`src/rtl/vga_text_writer.sv`:
```
// Text-mode character writer: turns an ASCII stream into byte writes
// on a 32-bit text memory, tracking the cursor and clearing on wrap/FF.
// Ports:
//   clk, reset           clock and synchronous active-high reset
//   ch_valid/ch_data     offered character; ch_ready accepts it
//   wr_en/wr_addr        registered write strobe, word address
//   wr_data/wr_be        byte replicated to 4 lanes, one-hot lane
//   cursor_row/col       current cursor position
//   busy                 a clear sequence is running
module vga_text_writer #(
  parameter int COLS = 70,
  parameter int ROWS = 30
) (
  input  logic        clk,
  input  logic        reset,
  input  logic        ch_valid,
  input  logic [7:0]  ch_data,
  output logic        ch_ready,
  output logic        wr_en,
  output logic [9:0]  wr_addr,
  output logic [31:0] wr_data,
  output logic [3:0]  wr_be,
  output logic [4:0]  cursor_row,
  output logic [6:0]  cursor_col,
  output logic        busy
);

  localparam logic [11:0] TOTAL    = 12'(ROWS * COLS);
  localparam logic [11:0] COLS_W   = 12'(COLS);
  localparam logic [4:0]  LAST_ROW = 5'(ROWS - 1);
  localparam logic [6:0]  LAST_COL = 7'(COLS - 1);

  typedef enum logic [1:0] {
    CLEAR_ALL,
    IDLE,
    CLEAR_ROW
  } state_t;

  state_t      r_state;
  logic [11:0] r_clr;
  logic [4:0]  r_row;
  logic [6:0]  r_col;
  logic        r_wr_en;
  logic [9:0]  r_addr;
  logic [31:0] r_data;
  logic [3:0]  r_be;
  logic        r_ready;
  logic        r_busy;

  logic [11:0] w_byte;
  logic [11:0] w_clr_end;
  logic        w_accept;
  logic        w_print;
  logic        w_col_last;
  logic        w_nl;
  logic        w_do;
  logic [11:0] w_wbyte;
  logic [7:0]  w_wchar;

  assign w_byte     = 12'(r_row) * COLS_W + 12'(r_col);
  assign w_clr_end  = (r_state == CLEAR_ALL) ? TOTAL : COLS_W;
  assign w_accept   = ch_valid & r_ready & (r_state == IDLE);
  assign w_print    = (ch_data >= 8'h20) && (ch_data <= 8'h7E);
  assign w_col_last = (r_col == LAST_COL);
  // Line feed, or a printable character landing in the last column.
  assign w_nl       = (w_print && w_col_last) || (ch_data == 8'h0A);

  // Selects the byte to write this cycle, if any.
  always_comb begin
    w_do    = 1'b0;
    w_wbyte = 12'd0;
    w_wchar = 8'h00;
    if (r_state != IDLE) begin
      if (r_clr < w_clr_end) begin
        w_do    = 1'b1;
        w_wbyte = r_clr;
        w_wchar = 8'h20;
      end
    end else if (w_accept) begin
      if (w_print) begin
        w_do    = 1'b1;
        w_wbyte = w_byte;
        w_wchar = ch_data;
      end else if (ch_data == 8'h08 && r_col != 7'd0) begin
        w_do    = 1'b1;
        w_wbyte = w_byte - 12'd1;
        w_wchar = 8'h20;
      end
    end
  end

  always_ff @(posedge clk) begin
    if (reset) begin
      r_state <= CLEAR_ALL;
      r_clr   <= 12'd0;
      r_row   <= 5'd0;
      r_col   <= 7'd0;
      r_wr_en <= 1'b0;
      r_addr  <= 10'd0;
      r_data  <= 32'd0;
      r_be    <= 4'd0;
      r_ready <= 1'b0;
      r_busy  <= 1'b1;
    end else begin
      r_wr_en <= w_do;
      if (w_do) begin
        r_addr <= w_wbyte[11:2];
        r_be   <= 4'b0001 << w_wbyte[1:0];
        r_data <= {4{w_wchar}};
      end
      unique case (r_state)
        IDLE: begin
          if (w_accept) begin
            if (w_print && !w_col_last)
              r_col <= r_col + 7'd1;
            if (ch_data == 8'h0D)
              r_col <= 7'd0;
            if (ch_data == 8'h08 && r_col != 7'd0)
              r_col <= r_col - 7'd1;
            if (w_nl) begin
              r_col <= 7'd0;
              if (r_row == LAST_ROW) begin
                r_row   <= 5'd0;
                r_clr   <= 12'd0;
                r_state <= CLEAR_ROW;
                r_ready <= 1'b0;
                r_busy  <= 1'b1;
              end else begin
                r_row <= r_row + 5'd1;
              end
            end
            if (ch_data == 8'h0C) begin
              r_row   <= 5'd0;
              r_col   <= 7'd0;
              r_clr   <= 12'd0;
              r_state <= CLEAR_ALL;
              r_ready <= 1'b0;
              r_busy  <= 1'b1;
            end
          end
        end
        CLEAR_ALL, CLEAR_ROW: begin
          // One extra cycle past the last write before ready rises.
          if (r_clr < w_clr_end) begin
            r_clr <= r_clr + 12'd1;
          end else begin
            r_state <= IDLE;
            r_ready <= 1'b1;
            r_busy  <= 1'b0;
          end
        end
        default: r_state <= CLEAR_ALL;
      endcase
    end
  end

  assign ch_ready   = r_ready;
  assign busy       = r_busy;
  assign wr_en      = r_wr_en;
  assign wr_addr    = r_addr;
  assign wr_data    = r_data;
  assign wr_be      = r_be;
  assign cursor_row = r_row;
  assign cursor_col = r_col;

endmodule

```
`config.mk`:
```
export PLATFORM = sky130hd
export DESIGN_NAME = vga_text_writer
export DESIGN_NICKNAME = d
export VERILOG_FILES = /design/src/rtl/vga_text_writer.sv
export SDC_FILE = /design/constraint.sdc
export NUM_CORES = 1
export LEC_CHECK = 0
export BUFFER_PORTS_ARGS = -buffer_cell sky130_fd_sc_hd__buf_4
export CAP_MARGIN = 20
export CORE_ASPECT_RATIO = 2
export CORE_MARGIN = 1.5
export CORE_UTILIZATION = 45
export DETAILED_ROUTE_END_ITERATION = 8
export PLACE_DENSITY_LB_ADDON = 0.05
export SYNTH_ARGS = -nofsm -noshare
export SYNTH_HDL_FRONTEND = slang
export SYNTH_SLANG_ARGS = --single-unit
```
`constraint.sdc`:
```
create_clock -name clk -period 8.1 [get_ports clk]
set_clock_uncertainty 0.05 [all_clocks]
set_input_delay 0.81 -clock clk [delete_from_list [all_inputs] [get_ports clk]]
set_output_delay 0.81 -clock clk [all_outputs]
set_load 0.01 [all_outputs]
```
==> results of run 1 <==
==> kinds of logic after synthesis <==
group                      count (synthesis)  synth area share, %
adders and majority gates                 33                 11.7
xor gates and xnor gates                  30                 7.17
and+or+nand+nor                          158                 22.0
DFF                                       51                 27.8
muxes                                      3                0.819
AOI/OAI and AO/OA                        119                 21.3
buffers and inverters                     60                 9.18
==> synthesized netlist by cell type, types with 6 or more instances <==
cell type / count
nor2_1: 55
dfxtp_1: 51
a21oi_1: 33
ha_1: 31
nand2_1: 28
buf_4: 24
xor2_1: 20
inv_1: 17
nand3_1: 17
a22oi_1: 16
o21ai_0: 15
clkbuf_1: 12
xnor2_1: 10
o21ai_1: 8
and3_1: 7
nand4_1: 7
o211ai_1: 6
==> layout make-up <==
type,instances,area (um^2)
fillers,796,3700
well taps,96,120
clock buffers,5,125
flip-flops and latches,51,1020
inverters,17,63.8
repair buffers,76,571
multi-input cells,343,2310
clock inverters,2,37.5
==> registers in the layout, summed over array words and instances (netlist names) <==
register    count
r_clr          12
r_state         2
cursor_row      5
wr_addr        10
busy            1
wr_data         8
wr_be           4
wr_en           1
ch_ready        1
cursor_col      7
==> worst max-delay path by stage <==
| stage | endpoint | slack (ns) | depth (start not counted) |
|---|---|---|---|
| after floorplan | wr_addr[9]$_SDFFE_PP0P_ | 4.24 | 15 |
| after global placement | wr_addr[9]$_SDFFE_PP0P_ | 4.11 | 15 |
| after detailed placement | wr_addr[9]$_SDFFE_PP0P_ | 3.94 | 15 |
| after CTS | wr_addr[9]$_SDFFE_PP0P_ | 3.92 | 15 |
| after global routing | wr_addr[9]$_SDFFE_PP0P_ | 3.63 | 15 |
| final | wr_addr[9]$_SDFFE_PP0P_ | 3.92 | 15 |
==> critical path: stages (launching register included) <==
cell      delay (ns)
dfxtp_1         0.47
inv_1           0.14
ha_1            0.30
inv_1           0.04
ha_1            0.31
ha_1            0.35
a31oi_1         0.30
xor2_1          0.18
ha_1            0.26
or2_1           0.25
o31a_1          0.16
xnor2_1         0.23
nor3b_2         0.32
nand4_1         0.16
or4_1           0.49
o211ai_1        0.09
==> per-stage QoR <==
step                area (um^2)  hold WS [ns]  instances  power, W
global placement           4080         0.393        583  0.000298
global route               4250         0.421        590  0.000551
detailed placement         4080         0.398        583  0.000298
finish                     4250         0.405        590  0.000529
CTS                        4250         0.407        590  0.000540
floorplan                  3670         0.407        454  0.000284
==> report_power, final <==
group | leakage [nW] | internal, W | switching, W
clock network | 0.0759 | 0.000144 | 0.0000933
registers | 0.413 | 0.000254 | 0.00000455
logic | 1.33 | 0.0000153 | 0.0000182
total | 1.82 | 0.000413 | 0.000116
==> per-layer routing <==
| metal | global-route usage (%) | vias to the layer above | routed length (um) |
|---|---|---|---|
| met2 | 41.3 | 73 | 5160 |
| li1 | - | 1692 | - |
| met5 | 0 | - | 0 |
| met1 | 24.5 | 1572 | 3630 |
| met4 | 9.00 | 0 | 180 |
| met3 | 3.00 | 13 | 276 |
==> out/metrics.cfg, run 1 <==
[timing]
setup_viol=0
hold_viol=0
fmax_mhz=239
rsz0062_at_grt=false
period_share_pct=51.6
fin_ws_ns=3.92
tightest_slew_ns=0.654
fin_crit_ns=4.18
maxSlewViolCount=0
maxSlewHeadroom_pct=56.4
tns_ns=0

[cells_and_area]
final_common_cell=buf_4
finish.utilization_pct=53.5
final_cell_mix=buf_4 (76), nor2_1 (55), dfxtp_1 (51)
nets=538
diodes=0
syn2layout_area_growth_pct=15.8
drive_above_1_share_pct=17.8

[global_route]
grt_start_max_net_pins=41
grt_usage_pct=22.2
antenna_found_initial=0
grt_pass1_wl_um=15000
grt_pass1_vias=3162
grt_overflow=0

[clock_tree]
cts_buffer_depth=2
cts_made_buffers=5
clock_latency_ns=0.29
cts-root-buf=clkbuf_16
htree_levels=2
cts_resized=0
tritoncts=built
cts_hold_buf=0
postCtsSetupBuffers=0
path_clk_slew_ns=0.07
cts.sinks=51

[drt]
wirelength_um=9250
drc_errors=0
postRouteAntennaNets=0
drt_first_pass_iters=4
routed-via-count=3350
wl_per_cell_um=15.7
drt_iter0_markers=162
via_per_inst=5.68

[placed_design]
place_congestion=0.827
dp_hpwl_um=7090
port_buffers=71
pre_cts_ws_ns=3.94

[floorplanning]
die_h_um=131
row_count=46
start_util_pct=46.2
dieArea_um2=8730
io_pins=72
chipWidth_um=66.8
core_um2=7940

[worst_setup_path]
crit_start=cursor_row[3]$_SDFFE_PP0P_
ff2ff_path_depth=15
critical_path.max_fanout=7
critPathCaptureType=register
crit_arrival_ns=4.34
crit_type=register to register
cp-start-kind=register
worstPathRequired_ns=8.27
worst-r2r-setup-slack_ns=3.92
reg2reg_from=cursor_row[3]$_SDFFE_PP0P_
rr_endpoint=wr_addr[9]$_SDFFE_PP0P_

[hold_path]
worstHoldEndpoint=wr_be[2]$_SDFFE_PP0P_
hold_path_depth=2
hp-start=wr_be[2]$_SDFFE_PP0P_
hp-class=register to register

[synthesis]
synthCells=454
synth_top_flop_cell=dfxtp_1
ys_warn_count=0
ys_ff_latch=51
yosysTopAreaCellShare_pct=27.8
ys_types=60
synthTopCellsByArea=dfxtp_1 (28%), ha_1 (11%), nor2_1 (5.6%)
yosysTopAreaCell=dfxtp_1
seq_area_frac_synth_pct=27.8
synth_area_um2=3670
syn_avg_cell_area_um2=8.07
synth_edf_count=0
async_flop_share_pct=0
syn_nets=498

[pwr]
p_leak_nw=1.82
ir_worst_vdd_v=0.0000737
p_per_area_nw_per_um2=125

[run_status]
status=completed

[flow_run]
cap_violations=0

Note: power is estimated with default switching activity, not from simulation.
==> inputs of run 2 (changes only) <==
clock period = 3.63 ns   (was 8.1 ns; I/O delays follow)
==> out/metrics.cfg, run 2 (same netlist as run 1, synthesis figures left out) <==
[floorplanning]
dieArea_um2=8730
start_util_pct=46.2
die_h_um=131
chipWidth_um=66.8
row_count=46
io_pins=72
core_um2=7940

[worst_setup_path]
worstPathRequired_ns=3.80
crit_start=cursor_row[2]$_SDFFE_PP0P_
critical_path.max_fanout=4
critPathCaptureType=register
reg2reg_from=cursor_row[2]$_SDFFE_PP0P_
crit_arrival_ns=3.77
cp-start-kind=register
crit_type=register to register

[pwr]
p_leak_nw=1.91
p_per_area_nw_per_um2=275
ir_worst_vdd_v=0.000172

[run_status]
status=completed

[cells_and_area]
syn2layout_area_growth_pct=24.3
multiInputGateArea_um2=2460
nets=554
finish.utilization_pct=57.4
drive_above_1_share_pct=25.6
top_register=r_clr
diodes=0
final_cell_mix=buf_4 (92), nor2_1 (55), dfxtp_1 (48)
final_common_cell=buf_4
n_fill_cell=762
stdcell_count=607
area.sequential_um2=1030
largest_register_ffs=12
fin_area_um2=4560

[drt]
via_per_inst=5.80
drt_iter0_markers=253
routed-via-count=3520
wirelength_um=10600
postRouteAntennaNets=0
drt_first_pass_iters=4
wl_per_cell_um=17.4
drc_errors=0

[clock_tree]
cts.sinks=51
tritoncts=built
htree_levels=2
cts_made_buffers=5
path_clk_slew_ns=0.07
clock_latency_ns=0.30
cts-root-buf=clkbuf_16
cts_buffer_depth=2

[timing]
fin_crit_ns=3.60
tightest_slew_ns=0.767
maxSlewViolCount=0
period_share_pct=99.2
rsz0062_at_grt=true
hold_viol=0
maxSlewHeadroom_pct=48.1
fmax_mhz=278
setup_viol=0

[global_route]
antenna_found_initial=0
grt_usage_pct=24.1
met1_usage_pct=24.5
grt_start_max_net_pins=41
grt_pass1_wl_um=15800
grt_overflow=0
grt_pass1_vias=3228
grt_busiest_layer=met2
use_met2_pct=46.7
use_met3_pct=2.83

[hold_path]
hp-class=primary input to register
hp-start=ch_data[4]

[placed_design]
port_buffers=71
place_inst=593
dp_hpwl_um=7980
place_congestion=0.885
dpl_cell_area_um2=4170

[flow_run]
cap_violations=0

## run 2: changes by cell type in the layout (fill, tap and decap cells not counted), sizes merged
| cell | previous run | this run |
|---|---|---|
| clkbuf | 5 | 6 |
| buf | 76 | 92 |
## run 2: layout make-up
cell class                      count  area share, %
Clock buffer                        6           3.29
Clock inverter                      2          0.823
Inverter                           17           1.51
Multi-Input combinational cell    343           54.0
Sequential cell                    51           22.5
Tap cell                           96           2.64
Timing Repair Buffer               92           15.2
## run 2: final timing paths
kind                                   end  slack [ns]  cells after the start
hold / removal    wr_data[28]$_SDFFE_PP0P_        0.31                      3
setup / recovery   wr_addr[9]$_SDFFE_PP0P_        0.03                     14
hold reg to reg    wr_addr[3]$_SDFFE_PP0P_        0.40                      2
setup reg to reg   wr_addr[9]$_SDFFE_PP0P_        0.03                     14
## run 2: power breakdown
group / leakage, nW / switching (W) / total (W) / internal, W
Combinational: 1.41 / 0.0000463 / 0.0000806 / 0.0000342
Sequential: 0.415 / 0.0000108 / 0.000576 / 0.000566
Clock: 0.0882 / 0.000228 / 0.000595 / 0.000368
## run 2: timing repair
action / in CTS / in global routing
setup buffers: 1 / 5
setup endpoints to repair: 1 / 4
hold buffers: 0 / 0
pin swaps: 2 / 15
gates resized for setup: 2 / 29
## run 2: stage by stage
step | hold slack [ns] | setup TNS (ns) | worst slack [ns] | power (W)
finish | 0.310 | 0 | 0.0275 | 0.00125
global route | 0.332 | -0.206 | -0.158 | 0.00130
floorplan | 0.407 | 0 | 0.0138 | 0.000633
detailed placement | 0.391 | -0.0290 | -0.0290 | 0.000669
CTS | 0.300 | 0 | 0.00387 | 0.00126
global placement | 0.391 | 0 | 0.0482 | 0.000668
## run 2: worst max-delay path, stage by stage (launching register included)
cell,delay [ns]
dfxtp_1,0.34
buf_4,0.15
ha_1,0.27
ha_1,0.24
ha_1,0.22
xor2_1,0.17
ha_1,0.33
o21a_1,0.12
o31a_1,0.11
o31a_1,0.37
xnor2_2,0.20
nor3b_4,0.22
nand4_1,0.12
or4_1,0.51
o211ai_1,0.10
## run 2: metal layers
layer	vias up	wire (um)	part of all wire, %
met5	-	0	0
met2	93	6110	58
met1	1691	3810	36
met4	0	364	3.4
met3	17	290	2.7
li1	1719	-	-
